<file path="config.mk">
export PLATFORM = sky130hd
export DESIGN_NAME = hex_scan_driver
export DESIGN_NICKNAME = d
export VERILOG_FILES = /design/src/rtl/hex_scan_driver_pkg.sv /design/src/rtl/hex_glyph_rom.sv /design/src/rtl/hex_scan_driver.sv
export SDC_FILE = /design/constraint.sdc
export NUM_CORES = 1
export LEC_CHECK = 0
export BUFFER_PORTS_ARGS = -buffer_cell sky130_fd_sc_hd__buf_2
export CAP_MARGIN = 0
export CORE_MARGIN = 3
export CORE_UTILIZATION = 42
export DETAILED_ROUTE_END_ITERATION = 8
export SETUP_SLACK_MARGIN = 0.1
export SLEW_MARGIN = 20
export SYNTH_ARGS = -nofsm -noshare
export SYNTH_HDL_FRONTEND = slang
export SYNTH_SLANG_ARGS = --single-unit
</file>
<file path="constraint.sdc">
create_clock -name clk -period 6.7 [get_ports clk]
set_clock_uncertainty 0.1 [all_clocks]
set_input_delay 1.005 -clock clk [delete_from_list [all_inputs] [get_ports clk]]
set_output_delay 1.005 -clock clk [all_outputs]
set_load 0.05 [all_outputs]
</file>
<file path="src/rtl/hex_scan_driver_pkg.sv">
// Shared glyph set and code names for the hex scan driver family.
// Glyphs are active-low, bit6=g .. bit0=a.
package hex_scan_driver_pkg;
  localparam int MAX_DIGITS = 8;

  localparam logic [6:0] GLYPH_0     = 7'b1000000;
  localparam logic [6:0] GLYPH_1     = 7'b1111001;
  localparam logic [6:0] GLYPH_2     = 7'b0100100;
  localparam logic [6:0] GLYPH_3     = 7'b0110000;
  localparam logic [6:0] GLYPH_4     = 7'b0011001;
  localparam logic [6:0] GLYPH_5     = 7'b0010010;
  localparam logic [6:0] GLYPH_6     = 7'b0000010;
  localparam logic [6:0] GLYPH_7     = 7'b1111000;
  localparam logic [6:0] GLYPH_8     = 7'b0000000;
  localparam logic [6:0] GLYPH_9     = 7'b0010000;
  localparam logic [6:0] GLYPH_A     = 7'b0001000;
  localparam logic [6:0] GLYPH_B     = 7'b0001100;
  localparam logic [6:0] GLYPH_C     = 7'b0111001;
  localparam logic [6:0] GLYPH_D     = 7'b0001111;
  localparam logic [6:0] GLYPH_E     = 7'b0111111;
  localparam logic [6:0] GLYPH_F     = 7'b1111111;
  localparam logic [6:0] GLYPH_BLANK = 7'h7F;

  localparam logic [3:0] CODE_P     = 4'hB;
  localparam logic [3:0] CODE_DASH  = 4'hE;
  localparam logic [3:0] CODE_BLANK = 4'hF;
endpackage

</file>
<file path="src/rtl/hex_glyph_rom.sv">
// 4-bit display code to active-low seven-segment glyph.
module hex_glyph_rom
  import hex_scan_driver_pkg::*;
(
  input  logic [3:0] code,
  output logic [6:0] glyph
);
  always_comb begin
    case (code)
      4'h0:      glyph = GLYPH_0;
      4'h1:      glyph = GLYPH_1;
      4'h2:      glyph = GLYPH_2;
      4'h3:      glyph = GLYPH_3;
      4'h4:      glyph = GLYPH_4;
      4'h5:      glyph = GLYPH_5;
      4'h6:      glyph = GLYPH_6;
      4'h7:      glyph = GLYPH_7;
      4'h8:      glyph = GLYPH_8;
      4'h9:      glyph = GLYPH_9;
      4'hA:      glyph = GLYPH_A;
      CODE_P:    glyph = GLYPH_B;
      4'hC:      glyph = GLYPH_C;
      4'hD:      glyph = GLYPH_D;
      CODE_DASH: glyph = GLYPH_E;
      default:   glyph = GLYPH_F;
    endcase
  end
endmodule

</file>
<file path="src/rtl/hex_scan_driver.sv">
// Multi-digit seven-segment driver: static per-digit bus plus scanned
// segment/digit-enable pair, with blinking and leading-zero blanking.
module hex_scan_driver
  import hex_scan_driver_pkg::*;
#(
  parameter int NUM_DIGITS  = 4,
  parameter int SCAN_DIV    = 50000,
  parameter int BLINK_TICKS = 250
) (
  input  logic                    clk,
  input  logic                    rst_n,
  input  logic                    en,
  input  logic                    load,
  input  logic [4*NUM_DIGITS-1:0] codes_in,
  input  logic [NUM_DIGITS-1:0]   blink_mask,
  input  logic                    lzb_en,
  output logic [7*NUM_DIGITS-1:0] HEX_ALL,
  output logic [6:0]              seg_n,
  output logic [NUM_DIGITS-1:0]   dig_n,
  output logic                    busy
);
  localparam int IDX_W = (NUM_DIGITS > 1) ? $clog2(NUM_DIGITS) : 1;
  localparam int PRE_W = $clog2(SCAN_DIV);
  localparam int BLK_W = (BLINK_TICKS > 1) ? $clog2(BLINK_TICKS) : 1;

  logic [NUM_DIGITS-1:0][3:0] codes, codes_nxt;
  logic [NUM_DIGITS-1:0]      mask, mask_nxt;
  logic                       lzb, lzb_nxt;
  logic [PRE_W-1:0]           pre, pre_nxt;
  logic [IDX_W-1:0]           idx, idx_nxt;
  logic [BLK_W-1:0]           bcnt, bcnt_nxt;
  logic                       phase, phase_nxt, tick;
  logic [NUM_DIGITS-1:0][6:0] glyph, eff;
  logic [NUM_DIGITS-1:0]      blank;
  logic [6:0]                 scan_glyph, scan_eff;

  always_comb begin
    codes_nxt = load ? codes_in : codes;
    mask_nxt  = load ? blink_mask : mask;
    lzb_nxt   = load ? lzb_en : lzb;
    tick      = en && (pre == PRE_W'(SCAN_DIV - 1));
    pre_nxt   = pre;
    idx_nxt   = idx;
    bcnt_nxt  = bcnt;
    phase_nxt = phase;
    if (en) pre_nxt = tick ? '0 : pre + 1'b1;
    if (tick) begin
      idx_nxt = (idx == IDX_W'(NUM_DIGITS - 1)) ? '0 : idx + 1'b1;
      if (bcnt == BLK_W'(BLINK_TICKS - 1)) begin
        bcnt_nxt  = '0;
        phase_nxt = ~phase;
      end else begin
        bcnt_nxt = bcnt + 1'b1;
      end
    end
  end

  for (genvar d = 0; d < NUM_DIGITS; d++) begin : g_dig
    hex_glyph_rom u_rom (.code(codes_nxt[d]), .glyph(glyph[d]));
  end

  hex_glyph_rom u_scan_rom (.code(codes_nxt[idx_nxt]), .glyph(scan_glyph));

  // Walk from the top digit down so "all higher codes zero" is a running AND.
  always_comb begin
    logic run;
    run   = 1'b1;
    blank = '0;
    eff   = '0;
    for (int d = NUM_DIGITS - 1; d >= 0; d--) begin
      run      = run && (codes_nxt[d] == 4'h0);
      blank[d] = (mask_nxt[d] && phase_nxt) || (lzb_nxt && (d > 0) && run);
      eff[d]   = blank[d] ? GLYPH_BLANK : glyph[d];
    end
    scan_eff = blank[idx_nxt] ? GLYPH_BLANK : scan_glyph;
  end

  // Outputs are registered from next-state values so a load or tick is
  // visible on the very next cycle, and seg_n/dig_n switch together.
  always_ff @(posedge clk or negedge rst_n) begin
    if (!rst_n) begin
      codes   <= {NUM_DIGITS{CODE_BLANK}};
      mask    <= '0;
      lzb     <= 1'b0;
      pre     <= '0;
      idx     <= '0;
      bcnt    <= '0;
      phase   <= 1'b0;
      busy    <= 1'b0;
      HEX_ALL <= '1;
      seg_n   <= GLYPH_BLANK;
      dig_n   <= '1;
    end else begin
      codes   <= codes_nxt;
      mask    <= mask_nxt;
      lzb     <= lzb_nxt;
      pre     <= pre_nxt;
      idx     <= idx_nxt;
      bcnt    <= bcnt_nxt;
      phase   <= phase_nxt;
      busy    <= load;
      HEX_ALL <= en ? eff : '1;
      seg_n   <= en ? scan_eff : GLYPH_BLANK;
      dig_n   <= en ? ~(NUM_DIGITS'(1) << idx_nxt) : '1;
    end
  end
endmodule

</file>
==> impl_metrics.env <==
export IMPL_grt_max_degree=66
export IMPL_synthSimpleGateAreaFrac_pct=14.84
export IMPL_synthCells=442
export IMPL_cts_root_buf="clkbuf_8"
export IMPL_track_usage_pct=16.30
export IMPL_fin_crit_ns=3.779
export IMPL_start_util_pct=44.24
export IMPL_power_density_mw_per_mm2=248.6
export IMPL_tightest_slew_ns=0.8183
export IMPL_arrival_ns=3.96
export IMPL_syn_nets=494
export IMPL_drt_wirelength_per_cell_um=15.25
export IMPL_fp_dieW_um=111.4
export IMPL_cts_setup_buffers=0
export IMPL_antenna_found_initial=0
export IMPL_maxCapViolations=0
export IMPL_muxShareOfSynthArea_pct=8.655
export IMPL_dp_cells=626
export IMPL_grt_pass1_wl_um=16800
export IMPL_async_flop_share_pct=100.0
export IMPL_synth_top_family_by_area="simple AND/OR/NAND/NOR gates"
export IMPL_power_total_mw=1.308
export IMPL_drt_antenna_violating_nets=0
export IMPL_synth_xor_xnor_area_share_pct=2.626
export IMPL_core_mm2=0.01056
export IMPL_clk_path_buf_depth=2
export IMPL_ys_seq_area_share_pct=48.63
export IMPL_grt_remaining_overflow=0
export IMPL_hold_viol=0
export IMPL_dieHeight_um=111.4
export IMPL_synth_compound_area_share_pct=13.61
export IMPL_nNetsFinal=553
export IMPL_grt_use_met2_pct=28.19
export IMPL_dr_pass1_iters=5
export IMPL_tns_ns=0
export IMPL_ir_worst_vdd_v=0.0001444
export IMPL_path_clk_slew_ns=0.08
export IMPL_cts_inserted_buffers=9
export IMPL_ctsResizeCount=0
export IMPL_fill_cells=1005
export IMPL_dpl_hpwl_um=7178
export IMPL_grt_pass1_vias=3462
export IMPL_p_leak_nw=2.333
export IMPL_status="finished clean"
export IMPL_synth_fa_ha_area_share_pct=7.235
export IMPL_multiInputGateArea_mm2=0.002193
export IMPL_yosysWarnings=0
export IMPL_gp_congestion=0.8161
export IMPL_rows=37
export IMPL_fmax_ghz=0.2646
export IMPL_synth_edf_count=0
export IMPL_ys_flop_type="dfstp_2"
export IMPL_fin_cells=642
export IMPL_cp_start_kind="primary input"
export IMPL_htreeDepth=3
export IMPL_area_growth_pct=12.65
export IMPL_critPathRequiredTime_ns=6.89
export IMPL_route_detailed_drc=0
export IMPL_seq_area_mm2=0.002271
export IMPL_hold_buffers=0
export IMPL_port_buffers=64
export IMPL_cp_end_kind="register"
export IMPL_busiest_layer="met2"
export IMPL_io_pins=65
export IMPL_hp_class="register to register"
export IMPL_clkSinkCount=88
export IMPL_dr_first_iter_drc_count=152
export IMPL_relSlewSlack_pct=43.89
export IMPL_cts_tree="built"
export IMPL_route_vias_total=3418
export IMPL_syn_area_mm2=0.004669
export IMPL_met3_usage_pct=4.185
export IMPL_crit_fanout=23
export IMPL_clock_latency_ns=0.35
export IMPL_finalWirelength_um=9788
export IMPL_met1_usage_pct=20.37
export IMPL_path_class="primary input to register"
export IMPL_dieArea_mm2=0.01242
export IMPL_synth_area_per_cell_um2=10.56
export IMPL_viasPerCell=5.324
export IMPL_finalSetupViolCount=0
export IMPL_layout_drive_gt1_share_pct=33.00
export IMPL_grt_setup_unrepaired="no"
export IMPL_final_util_pct=49.83
export IMPL_min_period_over_period_pct=56.40
export IMPL_synth_seq_cells=88
export IMPL_synth_distinct_cells=58
export IMPL_antenna_cells=0
export IMPL_finalMaxSlewViolations=0
[where the power goes]
| part | switching [mW] | internal, mW |
|---|---|---|
| Sequential | 0.0294 | 0.608 |
| Combinational | 0.226 | 0.0927 |
| Clock | 0.177 | 0.175 |
| Total | 0.432 | 0.876 |
[cell families (layout without fill, tap and decap cells)]
| family | count (synthesis) | after routing |
|---|---|---|
| adder cells (fa/ha/maj) | 27 | 27 |
| flip-flops | 88 | 88 |
| AO/OA/AOI/OAI | 93 | 93 |
| multiplexers | 35 | 35 |
| AND/OR/NAND/NOR | 142 | 142 |
| buffers and inverters | 43 | 107 |
| XOR/XNOR | 14 | 14 |
[placed cells by master (no fill, tap or decap), types with 9 or more instances in the layout]
| cell type | netlist | final |
|---|---|---|
| nand2_1 | 42 | 42 |
| inv_1 | 19 | 19 |
| nand3_1 | 24 | 24 |
| dfrtp_1 | 33 | 33 |
| clkbuf_8 | 0 | 13 |
| a21oi_1 | 22 | 22 |
| nor2_1 | 37 | 37 |
| ha_1 | 27 | 27 |
| mux2_2 | 9 | 9 |
| mux2i_1 | 20 | 20 |
| nor3_1 | 10 | 10 |
| buf_2 | 6 | 63 |
| dfstp_2 | 55 | 55 |
| o21ai_0 | 22 | 22 |
[critical path, cell delays in order]
cell and delay [ns]:
buf_2 0.19, and4_4 0.30, and4_4 0.43, mux2i_4 0.57, inv_2 0.17, mux2i_1 0.16
mux2i_1 0.32, inv_2 0.13, ha_1 0.23, or3_1 0.38, o211ai_2 0.08
[stage by stage]
stage          hold slack, ns  cell area (µm²)  setup slack, ns
3_3_place_gp           0.3667             5065            2.669
2_1_floorplan          0.3490             4669            3.236
3_5_place_dp           0.3770             5065            2.582
4_1_cts                0.3892             5260            2.917
5_1_grt                0.4210             5260            2.756
6_report               0.3907             5260            2.921
[sequential cells by signal, summed over array words and instances (netlist names)]
| name | flops |
|---|---|
| phase | 1 |
| codes | 16 |
| mask | 4 |
| seg_n | 7 |
| pre | 16 |
| idx | 2 |
| dig_n | 4 |
| lzb | 1 |
| bcnt | 8 |
| HEX_ALL | 28 |
| busy | 1 |
[final timing paths]
check / startpoint / end / slack (ns) / depth (start not counted)
min in group asynchronous: rst_n / busy / 0.43 / 1
max in group asynchronous: rst_n / pre[2] / 4.99 / 2
min reg2reg: bcnt[7] / bcnt[7] / 0.39 / 1
min: bcnt[7] / bcnt[7] / 0.39 / 1
max reg2reg: pre[4] / seg_n[5] / 3.21 / 10
max: en / seg_n[5] / 2.92 / 11
[synth_stat cells, drive strengths merged, types with 8 or more instances]
master / n / area share, %
mux2: 11 / 2.8
xnor2: 8 / 1.5
dfrtp: 33 / 18
ha: 27 / 7.2
nand2: 42 / 3.4
buf: 11 / 1.8
nand3: 24 / 2.6
o211ai: 11 / 2.6
mux2i: 24 / 5.8
nor2: 37 / 3.0
o21ai: 29 / 3.1
o311ai: 8 / 1.5
a21oi: 22 / 2.4
dfstp: 55 / 31
inv: 25 / 2.1
nor3: 10 / 1.1
[per-layer routing]
metal | up-vias | share of wire [%]
met3 | 10 | 3.9
li1 | 1684 | -
met2 | 69 | 50
met1 | 1655 | 45
met5 | - | 0
met4 | 0 | 1.2
[final cells by class]
class / count / area share, %
Clock buffer: 14 / 3.473
Tap cell: 136 / 3.235
Multi-Input combinational cell: 311 / 41.70
Sequential cell: 88 / 43.17
Timing Repair Buffer: 65 / 6.280
Inverter: 26 / 1.903
Clock inverter: 2 / 0.2379
No activity file was read; power rests on OpenSTA's default activity.
